--- src/rtl/mul_pkg.sv ---
`default_nettype none
// ============================================================================
// Module      : mul_pkg
// Description : Shared types and default sizes for the mul_sched scheduler.
// Revision    : 1.0
// ============================================================================
package mul_pkg;

    localparam int DEF_N    = 8;
    localparam int DEF_NREQ = 4;

    typedef enum logic {OP_MUL, OP_ADD} mul_op_t;

    typedef enum logic {ST_EMPTY, ST_FULL} rsp_state_t;

endpackage
`default_nettype wire

--- src/rtl/mul_sched_if.sv ---
`default_nettype none
// ============================================================================
// Module      : mul_sched_if
// Description : Requester and result-side signals of the shared multiplier.
// Revision    : 1.0
// ============================================================================
interface mul_sched_if
    import mul_pkg::*;
#(
    parameter int n    = DEF_N,
    parameter int NREQ = DEF_NREQ,
    parameter int IDW  = $clog2(NREQ)
);
    logic [NREQ-1:0]        req_valid;
    logic [NREQ-1:0]        req_ready;
    logic [NREQ-1:0]        req_op;
    logic [NREQ-1:0][n-1:0] req_a;
    logic [NREQ-1:0][n-1:0] req_b;
    logic                   rsp_valid;
    logic                   rsp_ready;
    logic [IDW-1:0]         rsp_id;
    logic [n-1:0]           rsp_data;
    logic                   busy;

    modport master (
        output req_valid, req_op, req_a, req_b, rsp_ready,
        input  req_ready, rsp_valid, rsp_id, rsp_data, busy
    );

    modport slave (
        input  req_valid, req_op, req_a, req_b, rsp_ready,
        output req_ready, rsp_valid, rsp_id, rsp_data, busy
    );
endinterface
`default_nettype wire

--- src/rtl/mult.sv ---
`default_nettype none
// ============================================================================
// Module      : mult
// Description : Shared W x W multiplier returning the low W product bits.
// Revision    : 1.0
// ============================================================================
module mult #(
    parameter int W = 16
) (
    input  wire logic [W-1:0] i_a,
    input  wire logic [W-1:0] i_b,
    output logic      [W-1:0] o_p
);

    assign o_p = i_a * i_b;

endmodule
`default_nettype wire

--- src/rtl/rr_arbiter.sv ---
`default_nettype none
// ============================================================================
// Module      : rr_arbiter
// Description : Combinational round-robin arbiter searching upward from i_ptr.
// Revision    : 1.0
// ============================================================================
module rr_arbiter #(
    parameter int NREQ = 4,
    parameter int IDW  = $clog2(NREQ)
) (
    input  wire logic [NREQ-1:0] i_req,
    input  wire logic [IDW-1:0]  i_ptr,
    input  wire logic            i_en,
    output logic      [NREQ-1:0] o_gnt,
    output logic      [IDW-1:0]  o_idx
);

    int             w_pos;
    logic [IDW-1:0] w_pos_idx;
    logic           w_found;

    // The winner index is resolved even when disabled; only the grant is gated.
    always_comb begin
        o_gnt     = '0;
        o_idx     = '0;
        w_found   = 1'b0;
        w_pos     = 0;
        w_pos_idx = '0;
        for (int k = 0; k < NREQ; k++) begin
            w_pos = int'(i_ptr) + k;
            if (w_pos >= NREQ) begin
                w_pos = w_pos - NREQ;
            end
            w_pos_idx = IDW'(w_pos);
            if (!w_found && i_req[w_pos_idx]) begin
                w_found = 1'b1;
                o_idx   = w_pos_idx;
            end
        end
        if (w_found && i_en) begin
            o_gnt[o_idx] = 1'b1;
        end
    end

endmodule
`default_nettype wire

--- src/rtl/mul_sched.sv ---
`default_nettype none
// ============================================================================
// Module      : mul_sched
// Description : Round-robin sharing of one multiplier among NREQ requesters,
//               with a single-entry result register and backpressure.
// Revision    : 1.0
// ============================================================================
module mul_sched
    import mul_pkg::*;
#(
    parameter int n    = DEF_N,
    parameter int NREQ = DEF_NREQ,
    parameter int IDW  = $clog2(NREQ)
) (
    input  wire logic clk,
    input  wire logic reset,
    mul_sched_if.slave bus
);

    localparam logic [n-1:0] c_ONE = {{(n-1){1'b0}}, 1'b1};

    rsp_state_t     r_state;
    logic [IDW-1:0] r_rr_ptr;
    logic [IDW-1:0] r_rsp_id;
    logic [n-1:0]   r_rsp_data;

    logic [NREQ-1:0] w_gnt;
    logic [IDW-1:0]  w_idx;
    logic [IDW-1:0]  w_ptr_nxt;
    logic            w_arb_en;
    logic            w_xfer;
    mul_op_t         w_op;
    logic [n-1:0]    w_a;
    logic [n-1:0]    w_b;
    logic [2*n-1:0]  w_mul_a;
    logic [2*n-1:0]  w_mul_b;
    logic [2*n-1:0]  w_prod;
    logic [n-1:0]    w_result;

    assign w_arb_en = ((r_state == ST_EMPTY) || bus.rsp_ready) && !reset;

    rr_arbiter #(
        .NREQ (NREQ),
        .IDW  (IDW)
    ) u_arb (
        .i_req (bus.req_valid),
        .i_ptr (r_rr_ptr),
        .i_en  (w_arb_en),
        .o_gnt (w_gnt),
        .o_idx (w_idx)
    );

    assign bus.req_ready = w_gnt;
    assign w_xfer        = |(w_gnt & bus.req_valid);
    assign w_ptr_nxt     = (w_idx == IDW'(NREQ - 1)) ? '0 : w_idx + 1'b1;

    assign w_op = mul_op_t'(bus.req_op[w_idx]);
    assign w_a  = bus.req_a[w_idx];
    assign w_b  = bus.req_b[w_idx];

    // ADD: {A,B} * {1,1} puts A+B (mod 2^n) in the upper half of the low 2n bits.
    always_comb begin
        w_mul_a = {{n{w_a[n-1]}}, w_a};
        w_mul_b = {{n{w_b[n-1]}}, w_b};
        if (w_op == OP_ADD) begin
            w_mul_a = {w_a, w_b};
            w_mul_b = {c_ONE, c_ONE};
        end
    end

    mult #(
        .W (2*n)
    ) u_mult (
        .i_a (w_mul_a),
        .i_b (w_mul_b),
        .o_p (w_prod)
    );

    assign w_result = (w_op == OP_ADD) ? w_prod[2*n-1:n] : w_prod[n-1:0];

    always_ff @(posedge clk or posedge reset) begin
        if (reset) begin
            r_state    <= ST_EMPTY;
            r_rr_ptr   <= '0;
            r_rsp_id   <= '0;
            r_rsp_data <= '0;
        end else begin
            if (w_xfer) begin
                r_rr_ptr   <= w_ptr_nxt;
                r_rsp_id   <= w_idx;
                r_rsp_data <= w_result;
            end
            case (r_state)
                ST_EMPTY: begin
                    if (w_xfer) begin
                        r_state <= ST_FULL;
                    end
                end
                ST_FULL: begin
                    if (bus.rsp_ready && !w_xfer) begin
                        r_state <= ST_EMPTY;
                    end
                end
                default: r_state <= ST_EMPTY;
            endcase
        end
    end

    assign bus.rsp_valid = (r_state == ST_FULL);
    assign bus.rsp_id    = r_rsp_id;
    assign bus.rsp_data  = r_rsp_data;
    assign bus.busy      = (r_state == ST_FULL) && !bus.rsp_ready;

endmodule
`default_nettype wire

--- src/flat_wrapper.sv ---
// flat-port wrapper written by rule: the top's interface ports become plain ports
module mul_sched_flat import mul_pkg::*;
#(
    parameter int n    = DEF_N,
    parameter int NREQ = DEF_NREQ,
    parameter int IDW  = $clog2(NREQ)
)
  (clk, reset, bus_req_valid, bus_req_op, bus_req_a, bus_req_b, bus_rsp_ready, bus_req_ready, bus_rsp_valid, bus_rsp_id, bus_rsp_data, bus_busy);
  mul_sched_if #(.n(n), .NREQ(NREQ), .IDW(IDW)) bus_i ();
  input  wire logic clk;
  input  wire logic reset;
  input wire logic [$bits(bus_i.req_valid)-1:0] bus_req_valid;
  input wire logic [$bits(bus_i.req_op)-1:0] bus_req_op;
  input wire logic [$bits(bus_i.req_a)-1:0] bus_req_a;
  input wire logic [$bits(bus_i.req_b)-1:0] bus_req_b;
  input wire logic [$bits(bus_i.rsp_ready)-1:0] bus_rsp_ready;
  output wire logic [$bits(bus_i.req_ready)-1:0] bus_req_ready;
  output wire logic [$bits(bus_i.rsp_valid)-1:0] bus_rsp_valid;
  output wire logic [$bits(bus_i.rsp_id)-1:0] bus_rsp_id;
  output wire logic [$bits(bus_i.rsp_data)-1:0] bus_rsp_data;
  output wire logic [$bits(bus_i.busy)-1:0] bus_busy;
  assign bus_i.req_valid = bus_req_valid;
  assign bus_i.req_op = bus_req_op;
  assign bus_i.req_a = bus_req_a;
  assign bus_i.req_b = bus_req_b;
  assign bus_i.rsp_ready = bus_rsp_ready;
  assign bus_req_ready = bus_i.req_ready;
  assign bus_rsp_valid = bus_i.rsp_valid;
  assign bus_rsp_id = bus_i.rsp_id;
  assign bus_rsp_data = bus_i.rsp_data;
  assign bus_busy = bus_i.busy;
  mul_sched #(.n(n), .NREQ(NREQ), .IDW(IDW)) u_core (.clk(clk), .reset(reset), .bus(bus_i));
endmodule
--- config.mk ---
export PLATFORM = sky130hd
export DESIGN_NAME = mul_sched_flat
export DESIGN_NICKNAME = d
export VERILOG_FILES = /design/src/rtl/mul_pkg.sv /design/src/rtl/mul_sched_if.sv /design/src/rtl/mult.sv /design/src/rtl/rr_arbiter.sv /design/src/rtl/mul_sched.sv /design/src/flat_wrapper.sv
export SDC_FILE = /design/constraint.sdc
export NUM_CORES = 1
export LEC_CHECK = 0
export BUFFER_PORTS_ARGS = -buffer_cell sky130_fd_sc_hd__buf_2
export CORE_ASPECT_RATIO = 0.6
export CORE_UTILIZATION = 45
export DETAILED_ROUTE_END_ITERATION = 7
export GPL_TIMING_DRIVEN = 0
export PLACE_DENSITY = 0.77
export SYNTH_ARGS = -nofsm -noshare
export SYNTH_HDL_FRONTEND = slang
export SYNTH_SLANG_ARGS = --single-unit
--- constraint.sdc ---
create_clock -name clk -period 14.5 [get_ports clk]
set_clock_uncertainty 0.15 [all_clocks]
set_input_delay 0.725 -clock clk [delete_from_list [all_inputs] [get_ports clk]]
set_output_delay 0.725 -clock clk [all_outputs]
set_load 0.05 [all_outputs]
-- Word-level counts from Yosys, hierarchy flattened
Index checks and enable logic that the tools add are counted.
- bits in registers: 13
- bits of input ports: 75
- output and inout bits: 16
- logic and storage cells: 78
- add/subtract/negate cells: 8
- multipliers: 1
- $lt $le $gt $ge: 10
- equal/unequal tests: 1
- multiplexer cells: 36
- bitwise logic cells: 2
- reduce and logical (&&, ||, !) cells: 16
- operator list (kind ; count):
    8-bit binary-select mux with 2-bit select ; 2
    8-bit 2-to-1 mux ; 3
    2-bit 2-to-1 mux ; 9
    16-bit by 16-bit multiplier with 16-bit output ; 1
    16-bit 2-to-1 mux ; 1
    2-bit by 3-bit < comparator with 1-bit output, second input constant ; 5
    15-bit 2-to-1 mux ; 1
    1-bit 2-to-1 mux ; 12
    1-bit binary-select mux with 2-bit select ; 5
    3-bit >= comparator, second input constant ; 3
    1-bit logical AND ; 8
    2-bit by 1-bit subtractor with 2-bit output, second input constant ; 4
    2-bit by 2-bit adder with 3-bit output, second input constant ; 2
    1-bit logical NOT ; 6
    4-bit bitwise AND ; 1
    4-bit 2-to-1 mux ; 1
    4-bit OR reduction ; 1
    2-bit by 1-bit adder with 3-bit output, second input constant ; 1
    2-bit by 3-bit >= comparator with 1-bit output, second input constant ; 1
    2-bit by 1-bit adder with 2-bit output, second input constant ; 1
    1-bit demux with 2-bit select ; 1
    2-bit == test, second input constant ; 1
    2-bit by 1-bit >= comparator with 1-bit output, second input constant ; 1
    1-bit one-hot mux with 2 select lines ; 1
    other kinds (2) ; 2

-- Depth between registers and ports, before layout
Gate-level depths: netlist (run 1).
- depth after elaboration: 25
- gate-level depth with buffers: 30
- mapped depth without buffers: 27

-- Cells and area by module
From an unflattened synthesis (run 1), not the netlist that was laid out.
- cells, all modules: 589
- area, all modules: 5366.4 µm²
- by module, submodules not included (module ; instances ; cells an instance ; area an instance (µm²) ; seq. area each (µm²)):
    mult ; 1 ; 469 ; 3948.8 ; 0.0
    mul_sched ; 1 ; 101 ; 1282.5 ; 325.3
    rr_arbiter ; 1 ; 19 ; 135.1 ; 0.0

-- Worst setup path before layout (run 1)
No wires, ideal clock.
- path type: input port to flip-flop
- start: in bus_req_valid[2]
- end: reg u_core.r_rsp_data[7] (netlist: u_core.bus.rsp_data[7])
- setup time: 0.126 ns
- arrival time: 6.692 ns
- data required time: 14.224 ns
- path slack: 7.532 ns
- stages on the path: 25
- path buffers: 2
- cell sequence: inv_1 o22ai_1 a211oi_2 buf_6 buf_8 mux2_2 o21ai_2 nor2_1 fa_1 inv_1 fa_1 fa_1 fa_1 inv_1 fa_1 inv_1 fa_1 inv_1 ha_1 a21oi_1 o22ai_1 o41a_1 xnor2_1 xnor2_1 o21ai_1
- cells in the longest elaborated chain, start to end: 19
- elaborated cells on any way between the ends: 41
- those cells by class: mul: 1; order compare: 2; mux: 28; bitwise: 1; reduce/logical: 9
- ends and longest elaborated chain (what ; RTL line ; RTL):
    start: declaration ; flat_wrapper.sv:12 ; input wire logic [$bits(bus_i.req_valid)-1:0] bus_req_valid;
    parallel branches: the longest is 19 deep, another holds 1-bit binary-select mux with 2-bit select ; n/a ;
    end signal: assignment ; mul_sched.sv:91 ; r_rsp_data <= w_result;
    end: declaration ; mul_sched.sv:25 ; logic [n-1:0] r_rsp_data;
Several ways; the timed one is not identified. The select of a mux whose other input is x is not followed.
A chain may end at the register's enable or synchronous reset.

-- Worst setup path after layout (run 1)
- start: in bus_req_valid[1]
- end: reg u_core.r_rsp_data[7] (netlist: u_core.bus.rsp_data[7])
The elaborated chain is that of the path after synthesis.

==> results of run 1 <==
[layout make-up]
cell class                 instances  share of cell area [%]
sequential                        13                    5.56
clock buffer                       4                    1.35
timing repair buffer              90                    7.69
buffer                            21                    3.53
tap                              139                    2.97
inverter                         126                    8.08
multi-input combinational        412                    70.8
[registers in the layout, indices dropped and copies added (netlist names)]
| signal | count |
|---|---|
| u_core.bus.rsp_data | 8 |
| u_core.bus.rsp_id | 2 |
| u_core.r_rr_ptr | 2 |
| u_core.bus.rsp_valid | 1 |
[worst max-delay path by stage]
stage                          start                     end  cells after the start
floorplan           bus_req_valid[2]  u_core.bus.rsp_data[7]                     25
global placement    bus_req_valid[2]  u_core.bus.rsp_data[7]                     26
detailed placement  bus_req_valid[1]  u_core.bus.rsp_data[7]                     26
CTS                 bus_req_valid[1]  u_core.bus.rsp_data[7]                     26
global route        bus_req_valid[2]  u_core.bus.rsp_data[7]                     26
finish              bus_req_valid[1]  u_core.bus.rsp_data[7]                     26
[Yosys cell counts (all sizes together) (4+ instances only)]
cell type,number,area (um2)
a21oi,14,70.1
ha,52,651
mux2i,18,180
xnor2,24,218
dfrtp,13,325
nand2,28,105
nor2,68,278
or3,16,105
mux2,19,218
o22ai,12,75.1
a21o,8,60.1
inv,126,473
o21ai,23,194
a31oi,4,25.0
and2,5,32.5
fa,80,1600
nand2b,12,110
buf,21,206
[worst max-delay path: cells and delay by family]
family          cells  cell delay (ps)
compound gates      7             1510
xor+xnor            2              360
fa+ha+maj           7             3450
buf+inv             7              720
mux                 1              360
simple gates        2              250
[routing by layer]
| metal | global-route usage [%] | up-vias | wire [um] |
|---|---|---|---|
| met4 | 2.60 | 0 | 140 |
| met3 | 5.87 | 16 | 1570 |
| met5 | 0 | - | 0 |
| met2 | 38.5 | 248 | 5820 |
| met1 | 35.6 | 1991 | 6190 |
| li1 | - | 1991 | - |
[through the flow]
step	setup WS [ps]	instances
floorplan	7530	572
global placement	6850	801
detailed placement	6790	801
CTS	7040	805
global route	6670	805
finish	7070	805
[cells by family (layout without fill, tap and decap cells)]
logic type | after synthesis | count (layout)
and+or+nand+nor | 138 | 138
xor gates and xnor gates | 27 | 27
adders and majority gates | 132 | 132
buffers and inverters | 147 | 241
AOI/OAI and AO/OA | 78 | 78
DFF | 13 | 13
muxes | 37 | 37
==> reports/metrics.cfg, run 1 <==
[sta]
tightest_slew_ps=579
timing.final.hold_violations=0
setup_viol=0
period_minus_slack_ps=7430
totalNegativeSetupSlack_ps=0
holdWs_ps=352
slew_viol_final=0
fmax_ghz=0.135
max_slew_margin_pct=61.4
period_share_pct=51.2
rsz0062_at_grt=no

[grt]
grt_pass1_wl_mm=22.9
grt_max_degree=14
grt_pass1_vias=4557
grt_overflow=0
grt.total_usage_pct=24.6
antenna_found_initial=0

[layout]
finalInstanceArea_um2=5860
antenna_cells_inserted=0
multiInputGateArea_um2=4150
final_util_pct=54.0
final_common_cell=inv_1
drive_above_1_share_pct=25.4
seqCellArea_um2=325
layout.nets=874
area_growth_pct=13.6
layout.cells.most_common_list=inv_1 (121), buf_2 (97), fa_1 (80), nor2_1 (61), ha_1 (52)
n_fill_cell=963

[clock_network]
cts_hold_buf=0
cts_tree=done
cts_inserted_buffers=3
post_cts_resized=0
clock_path_buffers=2
numClockSinks=13
cts.clk_slew.worst_paths_ps=50
post_cts_buffers=0
cts_root_buffer=clkbuf_16
clock_latency_ps=240
htree_num_levels=1

[drt]
viasPerCell=5.27
totalWireLength_mm=13.7
vias=4246
route.detailed.wl_per_inst_um=17.0
drtIter0Drc=354
drtPass1Iterations=5
drc=0
postRouteAntennaNets=0

[synthesis]
avgSynthCellArea_um2=9.01
ys_seq_elements=13
synth_cell_types=52
synth_top_family_by_area=adder cells
synth-xor-area-share_pct=4.74
synthMuxAreaShare_pct=7.72
syn-num-nets=779
synth_compound_area_share_pct=11.1
ys_async_sr_fraction_pct=100
synth_edf_count=0
synth_fa_ha_area_share_pct=43.7
synthSimpleGateAreaFrac_pct=13.2
yosysSeqAreaShare_pct=6.31
synth_warnings=0
synthFlopType=dfrtp_1
syn_inst=572
synth.cell_area_um2=5150

[worst_setup_path]
crit_required_ps=14470
crit_type=in -> reg
crit_slowest_cell=fa_1
cp_slowest_stage_delay_ps=570
rr_startpoint=u_core.r_rr_ptr[0]
crit_path_start_kind=input pin
r2r_setup_slack_ps=7250
cp.arrival_ps=7400
cp-end-kind=register
cpMostUsedCell=fa_1
r2r-end=u_core.bus.rsp_data[7]
reg2reg_depth=25
critPathMaxFanout=10

[floorplanning]
fp.coreArea_um2=10800
die_area_um2=11900
num_io_pins=91
die-height_um=84.9
rows=29
die_x_um=140
start_util_pct=47.5

[hold_path]
hold_end=u_core.bus.rsp_id[1]
holdPathStages=1
hold_path.class=reg -> reg
worstHoldStart=u_core.bus.rsp_id[1]

[placement]
place.gp.congestion=0.880
hpwl_mm=12.0
port_buffers=90
postPlaceCellArea_um2=5780

[job]
cap_violations=0

[run_status]
status=finished clean

Power of run 1 is not shown: default switching activity piles up to over one toggle a cycle in this logic, so the estimate is an artifact.
==> run 2: changes to the inputs <==
==> constraint.sdc (replaced) <==
create_clock -name clk -period 7.6 [get_ports clk]
set_clock_uncertainty 0.15 [all_clocks]
set_input_delay 0.38 -clock clk [delete_from_list [all_inputs] [get_ports clk]]
set_output_delay 0.38 -clock clk [all_outputs]
set_load 0.05 [all_outputs]
==> run 2 against run 1 <==
  * Global-route usage unchanged
  * Final area increased by 0.13%
  * Non-clock buffer count unchanged
  * Register-to-register slack got worse by 6900 ps
  * Sequential cell count unchanged
  * Via count about the same
  * Hold slack got worse by 300 ps
  * Critical path depth decreased by 1
  * Core utilization increased by 0.069 points
  * Cell count unchanged
  * Largest cell class unchanged
==> reports/metrics.cfg, run 2 (synthesis results as in run 1) <==
[drt]
met3_length_mm=1.39
top_layer=met4
totalWireLength_mm=13.7
drtIter0Drc=340
met2_length_mm=5.79
viasPerCell=5.28
drtPass1Iterations=5
vias=4247
drc=0
wl_met1_mm=6.40
postRouteAntennaNets=0
route.detailed.wl_per_inst_um=17.1

[job]
cap_violations=0

[worst_setup_path]
critPathMaxFanout=10
crit_slowest_cell=fa_1
cp-end-kind=register
crit_type=reg -> reg
cp_slowest_stage_delay_ps=570
cpMostUsedCell=fa_1
cp.arrival_ps=7220
crit_required_ps=7570
crit_path_start_kind=register

[grt]
grt_overflow=0
antenna_found_initial=0
grt_pass1_vias=4557
grt.total_usage_pct=24.6
grt_pass1_wl_mm=22.9
grt_max_degree=14

[hold_path]
hold_path.class=in -> async

[clock_network]
cts_tree=done
post_cts_resized=0
cts.clk_slew.worst_paths_ps=50
clock_latency_ps=240
post_cts_buffers=0
clock_path_buffers=2
cts_root_buffer=clkbuf_16
cts_hold_buf=0
cts_inserted_buffers=3
numClockSinks=13
htree_num_levels=1

[sta]
tightest_slew_ps=574
period_minus_slack_ps=7250
setup_viol=0
slew_viol_final=0
max_slew_margin_pct=61.7
fmax_ghz=0.138
rsz0062_at_grt=no
timing.final.hold_violations=0
totalNegativeSetupSlack_ps=0
period_share_pct=95.4

[floorplanning]
die_area_um2=11900
rows=29
start_util_pct=47.5
die-height_um=84.9
die_x_um=140
num_io_pins=91
fp.coreArea_um2=10800

[layout]
area_growth_pct=13.8
antenna_cells_inserted=0
final_common_cell=inv_1
layout.cells.most_common_list=inv_1 (121), buf_2 (97), fa_1 (80), nor2_1 (61), ha_1 (52)
largest_register_ffs=8
drive_above_1_share_pct=25.4
layout.nets=874

[placement]
place.gp.congestion=0.880
port_buffers=90
hpwl_mm=12.0

[run_status]
status=finished clean

-- run 2: cell counts in the layout (fill, tap and decap cells not counted) --
Identical to the previous run, type by type.
-- run 2: final timing paths --
kind,startpoint,endpoint,cells after the start,slack (ps)
setup / recovery,u_core.r_rr_ptr[0],u_core.bus.rsp_data[7],25,350
hold / removal,reset,u_core.r_rr_ptr[0],2,60
min in group clk,u_core.bus.rsp_id[1],u_core.bus.rsp_id[1],1,350
setup reg to reg,u_core.r_rr_ptr[0],u_core.bus.rsp_data[7],25,350
hold reg to reg,u_core.bus.rsp_id[1],u_core.bus.rsp_id[1],1,350
max in group asynchronous,reset,u_core.bus.rsp_data[4],2,6860
-- run 2: layout make-up --
type                            count  area (um2)
Buffer                             21         206
Clock buffer                        4        78.8
Fill cell                         963        4990
Inverter                          126         473
Multi-Input combinational cell    412        4160
Sequential cell                    13         325
Tap cell                          139         174
Timing Repair Buffer               90         450
-- run 2: layer usage --
layer / global-route usage (%) / vias to the layer above
li1: - / 1990
met1: 35.6 / 2012
met2: 38.5 / 227
met3: 5.87 / 18
met4: 2.60 / 0
met5: 0 / -
-- run 2: through the flow --
stage	area [um2]	setup slack (ps)	cells	hold WS, ps	util, %
final	5860	348	805	56.2	54.0
after global routing	5860	16.6	805	91.5	54.0
after CTS	5860	325	805	66.5	54.0
after detailed placement	5780	237	801	321	53.2
after global placement	5780	291	801	305	53.2
after floorplan	5150	977	572	107	-
-- run 2: worst max-delay path, delay by kind of cell (launching register included) --
| family | cells | cell delay [ps] |
|---|---|---|
| AOI/OAI and AO/OA | 7 | 1550 |
| xor gates and xnor gates | 2 | 360 |
| adders and majority gates | 7 | 3420 |
| buffers and inverters | 6 | 590 |
| DFF | 1 | 390 |
| muxes | 1 | 360 |
| and+or+nand+nor | 2 | 280 |
Power of run 2 is left out for the same reason.
==> run 3: changes to the inputs <==
--- a/config.mk
+++ b/config.mk
@@ -7,10 +7,10 @@
 export LEC_CHECK = 0
 export BUFFER_PORTS_ARGS = -buffer_cell sky130_fd_sc_hd__buf_2
 export CORE_ASPECT_RATIO = 0.6
-export CORE_UTILIZATION = 45
+export CORE_UTILIZATION = 59
 export DETAILED_ROUTE_END_ITERATION = 7
 export GPL_TIMING_DRIVEN = 0
-export PLACE_DENSITY = 0.77
+export PLACE_DENSITY = 0.95
 export SYNTH_ARGS = -nofsm -noshare
 export SYNTH_HDL_FRONTEND = slang
 export SYNTH_SLANG_ARGS = --single-unit
==> run 3 against run 2 <==
  * Non-clock buffer count stayed put
  * Sequential share of layout area hardly changed
  * Via count is 2.6% higher
  * Register-to-register slack worse by 50 ps
  * Critical path depth stayed put
  * Worst setup slack worse by 48 ps
  * Largest cell class unchanged
  * Core utilization is 17 points higher
  * Global-route usage is 7.3 points higher
  * Wire length is 1.9% lower
  * Die area is 23% lower
  * Clock-buffer cell count stayed put
==> reports/metrics.cfg, run 3 (synthesis results as in run 1) <==
[placement]
port_buffers=90
hpwl_mm=11.6
place.gp.congestion=0.949

[grt]
antenna_found_initial=0
grt_most_used_layer=met2
grtUsageMet2_pct=53.7
grtUsageMet1_pct=42.1
grt.total_usage_pct=31.9
grt_pass1_wl_mm=21.9
grt_max_degree=14
grt.met3_usage_pct=9.13
grt_pass1_vias=4606
grt_overflow=0

[clock_network]
cts_inserted_buffers=3
clock_latency_ps=240
htree_num_levels=1
numClockSinks=13
cts.clk_slew.worst_paths_ps=50
cts_root_buffer=clkbuf_16
clock_path_buffers=2
cts_tree=done

[floorplanning]
die-height_um=74.4
fp.coreArea_um2=8160
die_area_um2=9120
num_io_pins=91
rows=25
start_util_pct=63.1
die_x_um=123

[sta]
setup_viol=0
totalNegativeSetupSlack_ps=0
tightest_slew_ps=570
timing.final.hold_violations=0
max_slew_margin_pct=61.9
period_minus_slack_ps=7300
slew_viol_final=0
fmax_ghz=0.137
rsz0062_at_grt=no
period_share_pct=96.1

[worst_setup_path]
crit_type=reg -> reg
cp.arrival_ps=7260
cp-end-kind=register
r2r-end=u_core.bus.rsp_data[6]
crit_path_start_kind=register
cp-endpoint=u_core.bus.rsp_data[6]
critPathMaxFanout=10
crit_required_ps=7560
reg2reg_depth=25
rr_startpoint=u_core.r_rr_ptr[0]
cp-startpoint=u_core.r_rr_ptr[0]
r2r_setup_slack_ps=300

[layout]
drive_above_1_share_pct=25.4
n_fill_cell=595
antenna_cells_inserted=0
largest_register_ffs=8
final_common_cell=inv_1
layout.nets=874
area_growth_pct=13.3
layout.cells.most_common_list=inv_1 (121), buf_2 (97), fa_1 (80), nor2_1 (61), ha_1 (52)

[drt]
drtPass1Iterations=5
vias=4356
drc=0
drtIter0Drc=406
totalWireLength_mm=13.5
postRouteAntennaNets=0
viasPerCell=5.63
route.detailed.wl_per_inst_um=17.4

[run_status]
status=finished clean

[job]
cap_violations=0

[hold_path]
hold_path.class=in -> async

## run 3: changes by cell type in the layout (fill, tap and decap cells not counted)
| cell | delta |
|---|---|
| o21ai_2 | -2 |
| o21ai_4 | +2 |
## run 3: worst min path at each step
stage          start                endpoint  slack (ps)  cells past startpoint
2_1_floorplan  reset  u_core.bus.rsp_data[0]         110                      1
3_3_place_gp   reset      u_core.r_rr_ptr[1]         300                      2
3_5_place_dp   reset      u_core.r_rr_ptr[1]         310                      2
4_1_cts        reset      u_core.r_rr_ptr[1]          50                      2
5_1_grt        reset    u_core.bus.rsp_id[1]         100                      2
6_report       reset      u_core.r_rr_ptr[1]          50                      2
## run 3: critical path, stage by stage (launching register included)
cell and delay (ps):
dfrtp_1 400, nand2b_1 150, a21oi_1 80, a211oi_2 340, buf_6 220, mux2_2 360
o21ai_2 370, nand2b_4 260, nor2_1 80, fa_1 570, inv_1 60, fa_1 490
fa_1 510, inv_1 40, ha_1 300, fa_1 530, inv_1 50, fa_1 520
inv_1 40, ha_1 360, a21o_1 200, a21o_1 170, a41o_1 240, o31ai_1 260
xor2_1 250, o221ai_1 130
## run 3: through the flow
step	utilization (%)	area, um2	hold WS (ps)	std cells	setup slack, ps
2_1_floorplan	-	5150	107	572	977
3_3_place_gp	70.3	5740	296	770	311
3_5_place_dp	70.3	5740	306	770	186
4_1_cts	71.2	5820	50.0	774	274
5_1_grt	71.5	5840	97.3	774	8.51
6_report	71.5	5840	48.9	774	299
## run 3: timing repair
item / CTS / global route
setup endpoints to repair: 0 / 2
setup buffers: 0 / 0
gates resized for setup: 0 / 3
hold buffers: 0 / 0
## run 3: metal layers
layer / wire (um) / vias up
met2: 6040 / 260
met5: 0 / -
met1: 5690 / 2085
met4: 153 / 0
li1: - / 1995
met3: 1590 / 16
## run 3: layout make-up
type                            count  area, um2  share of cell area (%)
Timing Repair Buffer               90        450                    7.71
Tap cell                          108        135                    2.31
Clock buffer                        4       78.8                    1.35
Multi-Input combinational cell    412       4170                    71.4
Buffer                             21        206                    3.54
Inverter                          126        473                    8.10
Sequential cell                    13        325                    5.57
Power of run 3 is left out for the same reason.
